<file path="src/rtl/pipe_pkg.sv">
// Shared pipeline constants: control-field width, control bit layout, per-boundary payload widths.
// No logic; imported by every pipe stage register.
package pipe_pkg;

  localparam int PIPE_CTRL_W = 23;

  // Control field layout, LSB first.
  localparam int ALU_OP_LSB         = 0;   // 4 bits
  localparam int BRANCH_JUMP_OP_LSB = 4;   // 3 bits
  localparam int EXT_OP_LSB         = 7;   // 2 bits
  localparam int DST_REG_LSB        = 9;   // 2 bits
  localparam int PC_SRC_LSB         = 11;  // 2 bits
  localparam int ALU_SRC_BIT        = 13;
  localparam int EXT_SIGN_BIT       = 14;
  localparam int REG_WRITE_BIT      = 15;
  localparam int MEM_READ_BIT       = 16;
  localparam int MEM_WRITE_BIT      = 17;
  localparam int JAL_BIT            = 18;
  localparam int MEM_REG_BIT        = 19;
  localparam int MEM_EN_BIT         = 20;
  localparam int EXCP_LSB           = 21;  // 2 bits

  // Payload widths for each pipeline boundary.
  localparam int IF_ID_DATA_W   = 32;
  localparam int ID_EX_DATA_W   = 72;
  localparam int EX_MEM_DATA_W  = 56;
  localparam int MEM_WB_DATA_W  = 40;

endpackage

</file>
<file path="src/rtl/pipe_entry.sv">
// One storage slot (valid + ctrl + data): 1-cycle load; clear/reset zero everything so an empty slot shows ctrl=0.
// No backpressure of its own; the owning stage decides when to load or clear.
module pipe_entry
  import pipe_pkg::*;
#(
  parameter int CTRL_W = PIPE_CTRL_W,
  parameter int DATA_W = ID_EX_DATA_W
) (
  input  logic              clk,
  input  logic              rst,
  input  logic              load,
  input  logic              clear,
  input  logic [CTRL_W-1:0] load_ctrl,
  input  logic [DATA_W-1:0] load_data,
  output logic              valid,
  output logic [CTRL_W-1:0] ctrl,
  output logic [DATA_W-1:0] data
);

  always_ff @(posedge clk) begin
    if (rst || clear) begin
      valid <= 1'b0;
      ctrl  <= '0;
      data  <= '0;
    end else if (load) begin
      valid <= 1'b1;
      ctrl  <= load_ctrl;
      data  <= load_data;
    end
  end

endmodule

</file>
<file path="src/rtl/pipe_stage_reg.sv">
// Pipeline boundary register, 1-cycle latency, valid/ready with flush; PIPE_STAGE_SKID_EN adds a skid slot so
// in_ready is a flop (!skid_valid), otherwise in_ready = !out_valid | out_ready combinationally.
module pipe_stage_reg
  import pipe_pkg::*;
#(
  parameter int CTRL_W = PIPE_CTRL_W,
  parameter int DATA_W = ID_EX_DATA_W
) (
  input  logic              clk,
  input  logic              rst,
  input  logic              in_valid,
  output logic              in_ready,
  input  logic [CTRL_W-1:0] in_ctrl,
  input  logic [DATA_W-1:0] in_data,
  input  logic              flush,
  output logic              out_valid,
  input  logic              out_ready,
  output logic [CTRL_W-1:0] out_ctrl,
  output logic [DATA_W-1:0] out_data,
  output logic [1:0]        count
);

  logic              accept;
  logic              drain;
  logic              main_valid;
  logic              main_load;
  logic              main_clear;
  logic [CTRL_W-1:0] main_ctrl;
  logic [DATA_W-1:0] main_data;
  logic [CTRL_W-1:0] main_ctrl_in;
  logic [DATA_W-1:0] main_data_in;

  assign accept = in_valid & in_ready;
  assign drain  = main_valid & out_ready;

`ifdef PIPE_STAGE_SKID_EN
  logic              skid_valid;
  logic              skid_load;
  logic              skid_clear;
  logic [CTRL_W-1:0] skid_ctrl;
  logic [DATA_W-1:0] skid_data;

  assign in_ready = !skid_valid;

  // in_ready is low while skid is full, so a refill from skid never races a new accept.
  assign main_load    = (accept & (!main_valid | drain)) | (drain & skid_valid);
  assign main_clear   = flush | (drain & !accept & !skid_valid);
  assign main_ctrl_in = skid_valid ? skid_ctrl : in_ctrl;
  assign main_data_in = skid_valid ? skid_data : in_data;

  assign skid_load  = accept & main_valid & !drain;
  assign skid_clear = flush | (drain & skid_valid);

  pipe_entry #(.CTRL_W(CTRL_W), .DATA_W(DATA_W)) u_skid (
    .clk       (clk),
    .rst       (rst),
    .load      (skid_load),
    .clear     (skid_clear),
    .load_ctrl (in_ctrl),
    .load_data (in_data),
    .valid     (skid_valid),
    .ctrl      (skid_ctrl),
    .data      (skid_data)
  );

  assign count = {1'b0, main_valid} + {1'b0, skid_valid};
`else
  assign in_ready = !main_valid | out_ready;

  assign main_load    = accept;
  assign main_clear   = flush | (drain & !accept);
  assign main_ctrl_in = in_ctrl;
  assign main_data_in = in_data;

  assign count = {1'b0, main_valid};
`endif

  pipe_entry #(.CTRL_W(CTRL_W), .DATA_W(DATA_W)) u_main (
    .clk       (clk),
    .rst       (rst),
    .load      (main_load),
    .clear     (main_clear),
    .load_ctrl (main_ctrl_in),
    .load_data (main_data_in),
    .valid     (main_valid),
    .ctrl      (main_ctrl),
    .data      (main_data)
  );

  assign out_valid = main_valid;
  assign out_ctrl  = main_ctrl;
  assign out_data  = main_data;

endmodule

</file>
<file path="config.mk">
export PLATFORM = sky130hd
export DESIGN_NAME = pipe_stage_reg
export DESIGN_NICKNAME = d
export VERILOG_FILES = /design/src/rtl/pipe_pkg.sv /design/src/rtl/pipe_entry.sv /design/src/rtl/pipe_stage_reg.sv
export SDC_FILE = /design/constraint.sdc
export NUM_CORES = 1
export LEC_CHECK = 0
export CORE_MARGIN = 2
export CORE_UTILIZATION = 36
export CTS_BUF_LIST = sky130_fd_sc_hd__clkbuf_8
export CTS_CLUSTER_SIZE = 40
export DETAILED_ROUTE_END_ITERATION = 10
export PLACE_DENSITY = 0.85
export SYNTH_ARGS = -nofsm -noshare
export SYNTH_HDL_FRONTEND = slang
export SYNTH_SLANG_ARGS = --single-unit
export TNS_END_PERCENT = 5
</file>
<file path="constraint.sdc">
create_clock -name clk -period 1.1 [get_ports clk]
set_clock_uncertainty 0.05 [all_clocks]
set_input_delay 0.11 -clock clk [delete_from_list [all_inputs] [get_ports clk]]
set_output_delay 0.11 -clock clk [all_outputs]
set_load 0.02 [all_outputs]
</file>
==> reports/results.ini, run 1 <==
[run_status]
status = complete, but fails checks
violations = negative setup slack

[run]
maxCapViolCount = 0

[floorplan]
start_util_pct = 36.5
num_rows = 37
die_h_um = 106
io-pin-count = 199
die_w_um = 106
placeableCoreArea_um2 = 10200
dieArea_um2 = 11200

[timing]
fin_crit_ps = 1290
holdWs_ps = 245
rsz0062_at_grt = yes
report.final.slew_viol_count = 0
finalCritPeriodShare_pct = 117
setup_viol = 98
tns_ps = -14690
hold_viol = 0
fmax_ghz = 0.776
setup_ws_ps = -189

[drt]
drc = 0
routedWlPerCell_um = 16.6
via_per_inst = 5.35
dr_total_vias = 4063
wirelength_mm = 12.6
ant_nets = 0
drtIter0Drc = 249
firstDrtPassIters = 6

[critical_path]
crit_type = reg2reg
r2r_cells = 6
crit_arrival_ps = 1480
r2r-start = u_main.valid
crit_fanout = 25
crit_path_end_kind = flop
cp-start-kind = flop
reg2reg_to = u_main.ctrl[19]
ff2ff_setup_slack_ps = -190
critical_path_required_ps = 1300

[hold_path]
whs_endpoint = u_main.data[13]
hp-class = in2reg
holdPathStages = 4
hp-start = in_valid

[clock_tree]
cts_root_buffer = clkbuf_8
cts.sinks = 96
path_clk_slew_ps = 100
hold_buffers = 0
cts_tree = built
cts_buffers = 9
insertion_delay_ps = 350
h-tree-depth = 3
cts_buffer_depth = 2

[layout]
synthToLayoutAreaGrowth_pct = 53.2
final_nets = 719
final_layout_size_suffix_gt1_share_pct = 22.9
layout.cells.most_common_list = clkdlybuf4s50_1, nand3_1, a21oi_1, dfxtp_1, buf_2
mostFrequentLayoutCell = clkdlybuf4s50_1
n_antenna_cell = 0

[global_routing]
grt_pass1_wl_mm = 18.6
track_usage_pct = 20.3
overflow = 0
grt_pass1_vias = 3865
antenna_found_initial = 0
grt_start_max_net_pins = 67

[synthesis]
synth_seq_area_share_pct = 51.7
syn_inst = 442
yosysWarnings = 0
synth_cell_types = 17
syn-cell-area_um2 = 3720
avgSynthCellArea_um2 = 8.41
yosys.area.top_type_share_pct = 51.7
yosys-top-cells-area = dfxtp_1, a21oi_1, nand3_1, o21ai_1, o21ai_0
synth_top_area_cell = dfxtp_1
ys_ff_latch = 96
syn-num-nets = 542

[power_and_ir_drop]
cell_internal_pwr_mw = 5.27
sequentialPowerShare_pct = 50.4
p_sw_share_pct = 26.9
p_per_area_nw_per_um2 = 1270
p_sw_mw = 1.94
vdd_drop_max_mv = 0.654
pwr-share-comb_pct = 16.8
clkPwrFrac_pct = 32.7
p_leak_nw = 2.34

[placement]
gp_congestion = 0.764
hpwlAfterDp_mm = 8.28
port_buffers = 197

## cell usage after synthesis
master and count:
nor2b_4 1, nor2_1 1, buf_4 19, a21oi_1 95, buf_6 4, o21ai_0 46, conb_1 1, nand3_1 95
nand2_1 1, buf_2 15, clkbuf_1 15, o21ai_1 49, o21ai_2 1, inv_2 1, a21boi_0 1, clkinv_2 1
dfxtp_1 96
## final cells by class
cell class                      instances  area (um2)
Timing Repair Buffer                  219        1910
Sequential cell                        96        1930
Tap cell                              136         170
Fill cell                             935        4490
Clock inverter                          7        77.6
Inverter                                2        11.3
Clock buffer                            9         124
Multi-Input combinational cell        291        1480
## how the worst max path moves through the flow
| stage | startpoint | to | slack (ps) |
|---|---|---|---|
| 6_report | u_main.valid | u_main.ctrl[19] | -190 |
| 3_5_place_dp | out_ready | u_main.ctrl[21] | -570 |
| 5_1_grt | u_main.valid | u_main.data[2] | -250 |
| 4_1_cts | u_main.valid | u_main.ctrl[21] | -200 |
| 2_1_floorplan | u_main.valid | u_main.ctrl[0] | -90 |
| 3_3_place_gp | out_ready | u_main.data[23] | -450 |
## per-stage QoR
stage               std cells  cell area, um2  util (%)  power, mW  setup WS [ps]
finish                    760            5700      55.9       7.21           -189
global placement          738            5770      56.6       4.93           -454
floorplan                 442            3740         -       4.27          -91.1
detailed placement        738            5770      56.6       4.96           -570
CTS                       754            5500      54.0       7.22           -195
global route              760            5700      55.9       7.53           -250
## per-layer routing
metal	track usage, %	vias up	routed length, um	part of all wire (%)
met3	4.82	21	1010	8.0
met1	23.7	1939	4910	39
met2	35.4	180	6460	51
met4	8.55	0	244	1.9
met5	0	-	0	0
li1	-	1923	-	-
## what timing repair did
action | CTS | global route
pin swaps | 0 | 34
setup buffers | 0 | 1
gates resized for setup | 399 | 22
setup endpoints to repair | 194 | 101
gates cloned | 0 | 5
## sequential cells by signal, summed over array words and instances (netlist names)
name,count
u_main.valid,1
u_main.ctrl,23
u_main.data,72
## power groups by stage
stage | clock, mW | combinational [mW] | sequential, mW
after floorplan | 0 | 0.413 | 3.85
after global routing | 2.58 | 1.30 | 3.65
after detailed placement | 0 | 1.24 | 3.72
after global placement | 0 | 1.22 | 3.71
final | 2.36 | 1.21 | 3.63
after CTS | 2.44 | 1.15 | 3.63
## cell families (layout without fill, tap and decap cells)
group / after synthesis / after routing / share of synthesized area [%]
simple gates: 98 / 98 / 13.4
other cells: 1 / 1 / 0.101
compound gates: 192 / 192 / 26.0
buf+inv: 55 / 237 / 8.82
flops: 96 / 96 / 51.7
## critical path: stages (launching register included)
cell	delay, ps
dfxtp_4	350
buf_4	120
nand2_1	80
o21ai_4	180
buf_12	140
clkbuf_16	200
a21oi_1	60
Power figures use the tool's default switching activity.
==> run 2, diff against run 1 <==
RECOVER_POWER = 100   (was not set)
SLEW_MARGIN = 20   (was not set)
==> run 2 against run 1 <==
Against the previous run:
- the run still ends with negative setup slack left
- total power hardly changed
- wire length hardly changed
- sequential power hardly changed
- final cell count stayed put
- first-iteration DRC count is 7.6% higher
- cell area hardly changed
==> reports/results.ini, run 2 (same netlist as run 1, synthesis figures left out) <==
[power_and_ir_drop]
totalPowerFinal_mw = 7.21  ; about the same
sequentialPowerShare_pct = 50.5  ; about the same
clkPwrFrac_pct = 32.7  ; about the same
p_per_area_nw_per_um2 = 1270  ; about the same
vdd_drop_max_mv = 0.655  ; +0.17%
cell_internal_pwr_mw = 5.27  ; about the same
p_leak_nw = 2.27  ; -3.0%
pwr-share-comb_pct = 16.8  ; about the same
p_sw_share_pct = 26.9  ; +0.075 points
p_sw_mw = 1.94  ; +0.33%

[clock_tree]
hold_buffers = 0  ; unchanged
cts_buffer_depth = 2  ; unchanged
h-tree-depth = 3  ; unchanged
cts_buffers = 9  ; unchanged
cts_tree = built
path_clk_slew_ps = 100  ; about the same
cts.sinks = 96  ; unchanged
cts_root_buffer = clkbuf_8
insertion_delay_ps = 350  ; about the same

[timing]
tns_ps = -14750  ; -53.9 ps
setup_ws_ps = -190  ; -1.24 ps
setup_viol = 98  ; unchanged
fmax_ghz = 0.775  ; about the same
fin_crit_ps = 1290  ; +1.25 ps
rsz0062_at_grt = yes
report.final.slew_viol_count = 0  ; unchanged
finalCritPeriodShare_pct = 117  ; about the same
hold_viol = 0  ; unchanged

[global_routing]
grt_start_max_net_pins = 67  ; unchanged
grtUsageMet1_pct = 23.7  ; unchanged
antenna_found_initial = 0  ; unchanged
overflow = 0  ; unchanged
grt_most_used_layer = met2
grt_pass1_vias = 3865  ; unchanged
grt_pass1_wl_mm = 18.6  ; unchanged
track_usage_pct = 20.3  ; unchanged
grtUsageMet2_pct = 35.4  ; unchanged
grt.met3_usage_pct = 4.82  ; unchanged

[drt]
routedWlPerCell_um = 16.6  ; about the same
drc = 0  ; unchanged
wirelength_mm = 12.6  ; about the same
drtIter0Drc = 268  ; +7.6%
ant_nets = 0  ; unchanged
via_per_inst = 5.30  ; -0.81%
dr_total_vias = 4030  ; -0.81%
firstDrtPassIters = 4  ; -2

[layout]
n_antenna_cell = 0  ; unchanged
final_layout_size_suffix_gt1_share_pct = 22.9  ; unchanged
stdcell_count = 760  ; unchanged
num-fill-cells = 936  ; +0.11%
multiInputGateArea_um2 = 1480  ; unchanged
mostFrequentLayoutCell = clkdlybuf4s50_1
seq_area_um2 = 1930  ; unchanged
top_regs = u_main.data (72), u_main.ctrl (23), u_main.valid (1)
regMostFlops = u_main.data
largest_register_ffs = 72  ; unchanged
layout.cells.most_common_list = clkdlybuf4s50_1, nand3_1, a21oi_1, dfxtp_1, clkbuf_2
final_nets = 719  ; unchanged
synthToLayoutAreaGrowth_pct = 53.2  ; about the same

[placement]
dp_cells = 738  ; unchanged
dp_slack_ps = -570  ; unchanged
hpwlAfterDp_mm = 8.28  ; unchanged
port_buffers = 197  ; unchanged
gp_congestion = 0.764  ; unchanged

[critical_path]
r2r_cells = 6  ; unchanged
crit_type = reg2reg
crit_start = u_main.valid
critPathCapture = u_main.ctrl[19]
ff2ff_setup_slack_ps = -190  ; about the same
reg2reg_to = u_main.ctrl[19]
critical_path_required_ps = 1290  ; about the same
cp-start-kind = flop
crit_fanout = 25  ; unchanged
crit_path_end_kind = flop
r2r-start = u_main.valid
crit_arrival_ps = 1480  ; about the same

[floorplan]
die_w_um = 106  ; unchanged
start_util_pct = 36.5  ; unchanged
num_rows = 37  ; unchanged
placeableCoreArea_um2 = 10200  ; unchanged
dieArea_um2 = 11200  ; unchanged
die_h_um = 106  ; unchanged
io-pin-count = 199  ; unchanged

[hold_path]
hp-class = in2reg

[run_status]
status = complete, but fails checks
violations = negative setup slack

[run]
maxCapViolCount = 0  ; unchanged

==> run 2: repair_timing <==
action / in CTS / in global routing
cloned: 0 / 5
setup endpoints to repair: 194 / 101
setup buffers: 0 / 1
resized for setup: 399 / 22
pin swaps: 0 / 34
==> run 2: routing by layer <==
metal,part of all wire (%),wire length [um]
met1,40,5100
met2,50,6340
met3,7.2,913
met4,2.1,265
met5,0,0
==> run 2: power by group through the flow <==
stage               Sequential (mW)  Clock [mW]  Combinational [mW]
finish                         3.64        2.36                1.21
global route                   3.65        2.58                1.29
CTS                            3.63        2.44                1.15
detailed placement             3.72           0                1.24
global placement               3.71           0                1.22
floorplan                      3.85           0               0.413
==> run 2: worst max-delay path, cell delays in order, from the launching register on <==
cell and delay, ps:
dfxtp_4 350, buf_4 120, nand2_1 80, o21ai_4 180, buf_12 140, clkbuf_16 190
a21oi_1 60
==> run 2: final cells by class <==
| class | instances | share of cell area [%] |
|---|---|---|
| clock inverter | 7 | 1.36 |
| sequential | 96 | 33.8 |
| timing repair buffer | 219 | 33.5 |
| multi-input combinational | 291 | 26.0 |
| clock buffer | 9 | 2.18 |
| inverter | 2 | 0.198 |
| tap | 136 | 2.99 |
==> run 2: metrics by stage <==
step	cell area (um2)	hold WS (ps)	util, %
after floorplan	3740	206	-
after global placement	5770	411	56.6
after detailed placement	5770	415	56.6
after CTS	5500	224	54.0
after global routing	5690	239	55.9
final	5690	243	55.9
==> run 2: how the worst min path moves through the flow <==
stage | startpoint | endpoint | slack [ps] | cells past startpoint
3_3_place_gp | u_main.data[25] | u_main.data[25] | 410 | 2
5_1_grt | in_valid | u_main.data[11] | 240 | 4
2_1_floorplan | in_ctrl[14] | u_main.ctrl[14] | 210 | 2
4_1_cts | in_valid | u_main.data[24] | 220 | 4
6_report | in_valid | u_main.data[15] | 240 | 4
3_5_place_dp | u_main.data[4] | u_main.data[4] | 420 | 2
==> run 3, diff against run 2 <==
CORE_UTILIZATION = 40   (was 36)
DONT_BUFFER_PORTS = 1   (was not set)
PLACE_DENSITY = 0.63   (was 0.85)
==> run 3 against run 2 <==
Against the previous run:
- clock power decreased by 6%
- first-iteration DRC count shrank 52%
- critical path type is now reg2out
- global-route usage grew 3.3 points
- final cell count shrank 2.9%
- highest routed layer unchanged
- critical path depth down 2
- the flow finishes with violations (negative hold slack, negative setup slack)
- combinational power fell by 7%
- hold slack got worse by 380 ps
==> reports/results.ini, run 3 (same netlist as run 1, synthesis figures left out) <==
[timing]
fin_crit_ps = 1330  ; +40.4 ps
hold_viol = 95  ; +95
fmax_ghz = 0.752  ; -3.0%
report.final.slew_viol_count = 0  ; unchanged
setup_viol = 99  ; +1.0%
finalCritPeriodShare_pct = 121  ; +3.7 points
tns_ps = -15300  ; -548 ps
rsz0062_at_grt = yes
holdWs_ps = -133  ; -376 ps
setup_ws_ps = -231  ; -40.4 ps

[critical_path]
cp-start-kind = flop
crit_type = reg2out
crit_arrival_ps = 1170  ; -310 ps
critical_path_required_ps = 940  ; -350 ps
crit_fanout = 2  ; -92%
crit_path_end_kind = output pin

[layout]
post-route-util_pct = 63.7  ; +7.8 points
layout.cells.most_common_list = dlygate4sd3_1, dfxtp_1, nand3_1
regMostFlops = u_main.data
largest_register_ffs = 72  ; unchanged
n_antenna_cell = 0  ; unchanged
synthToLayoutAreaGrowth_pct = 56.2
final_layout_size_suffix_gt1_share_pct = 26.8  ; +3.9 points
num-fill-cells = 778  ; -17%
finalInstanceArea_um2 = 5810  ; +2.0%
final_nets = 722  ; +0.42%
stdcell_count = 738  ; -2.9%
mostFrequentLayoutCell = dlygate4sd3_1
top_regs = u_main.data (72), u_main.ctrl (23), u_main.valid (1)

[drt]
wirelength_mm = 13.1  ; +3.9%
via_per_inst = 5.49  ; +3.5%
ant_nets = 0  ; unchanged
dr_total_vias = 4050  ; +0.50%
firstDrtPassIters = 4  ; unchanged
drtIter0Drc = 129  ; -52%
drc = 0  ; unchanged
routedWlPerCell_um = 17.7  ; +6.9%

[power_and_ir_drop]
p_leak_nw = 2.34  ; +3.1%
p_per_area_nw_per_um2 = 1200  ; -5.1%
vdd_drop_max_mv = 0.643  ; -1.8%

[run]
maxCapViolCount = 0  ; unchanged

[placement]
gp_congestion = 0.735  ; -3.8%
dp_cells = 615  ; -17%
hpwlAfterDp_mm = 7.03  ; -15%
dpl_cell_area_um2 = 4510  ; -22%
port_buffers = 0  ; -100%
dp_slack_ps = -177  ; +392 ps

[floorplan]
die_h_um = 100  ; -4.9%
num_rows = 35  ; -5.4%
io-pin-count = 199  ; unchanged
dieArea_um2 = 10100  ; -9.6%
placeableCoreArea_um2 = 9110  ; -11%
start_util_pct = 40.8  ; +4.3 points
die_w_um = 100  ; -4.9%

[clock_tree]
hold_buffers = 97  ; +97
cts_tree = built
cts_buffer_depth = 2  ; unchanged
path_clk_slew_ps = 100  ; about the same
h-tree-depth = 3  ; unchanged
insertion_delay_ps = 350  ; about the same
cts_buffers = 9  ; unchanged
cts.sinks = 96  ; unchanged
cts_root_buffer = clkbuf_8

[global_routing]
grt_pass1_wl_mm = 19.0  ; +2.5%
grt.met3_usage_pct = 8.64  ; +3.8 points
grtUsageMet2_pct = 41.3  ; +5.9 points
grt_start_max_net_pins = 98  ; +46%
antenna_found_initial = 0  ; unchanged
grtUsageMet1_pct = 26.2  ; +2.5 points
overflow = 0  ; unchanged
grt_pass1_vias = 4029  ; +4.2%
track_usage_pct = 23.6  ; +3.3 points
grt_most_used_layer = met2

[run_status]
violations = negative hold slack, negative setup slack
status = complete, but fails checks

[hold_path]
hp-class = in2reg

## run 3: area by class of cell
cell class,instances,area [um2],area share (%)
clock buffers,11,151,2.61
clock inverters,5,38.8,0.668
inverters,2,11.3,0.194
multi-input cells,291,1560,26.8
flip-flops and latches,96,1930,33.2
well taps,111,139,2.39
repair buffers,222,1980,34.1
## run 3: critical path: stages (launching register included)
cell,delay (ps)
dfxtp_4,350
nor2b_4,180
inv_4,50
buf_12,120
buf_8,120
## run 3: power by group
| part | internal (mW) | leakage [nW] | switching, mW |
|---|---|---|---|
| Combinational | 0.538 | 1.46 | 0.581 |
| Clock | 0.964 | 0.0963 | 1.25 |
| Sequential | 3.58 | 0.782 | 0.0600 |
| Total | 5.09 | 2.34 | 1.89 |
## run 3: final timing paths
check | start | to | slack (ps) | cells after the start
hold / removal | in_valid | u_main.data[28] | -130 | 2
setup / recovery | u_main.valid | in_ready | -230 | 4
hold reg to reg | u_main.ctrl[22] | u_main.ctrl[22] | 430 | 2
setup reg to reg | u_main.valid | u_main.data[63] | -220 | 6
## run 3: repair_timing
action,CTS,global route
cloned,2,4
pin swaps,20,66
gates resized for setup,58,33
setup endpoints to repair,97,99
setup buffers,4,0
endpoints found under the hold margin,96,95
## run 3: routing by layer
| layer | routed length [um] | vias up | share of wire, % |
|---|---|---|---|
| met5 | 0 | - | 0 |
| met4 | 261 | 0 | 2.0 |
| met3 | 1030 | 24 | 7.8 |
| met2 | 6570 | 185 | 50 |
| met1 | 5240 | 1908 | 40 |
| li1 | - | 1933 | - |
## run 3: per-stage QoR
| stage | power, mW | hold slack [ps] |
|---|---|---|
| after floorplan | 4.27 | 206 |
| after global placement | 4.47 | 210 |
| after detailed placement | 4.49 | 216 |
| after CTS | 7.02 | -158 |
| after global routing | 7.28 | -159 |
| final | 6.98 | -133 |
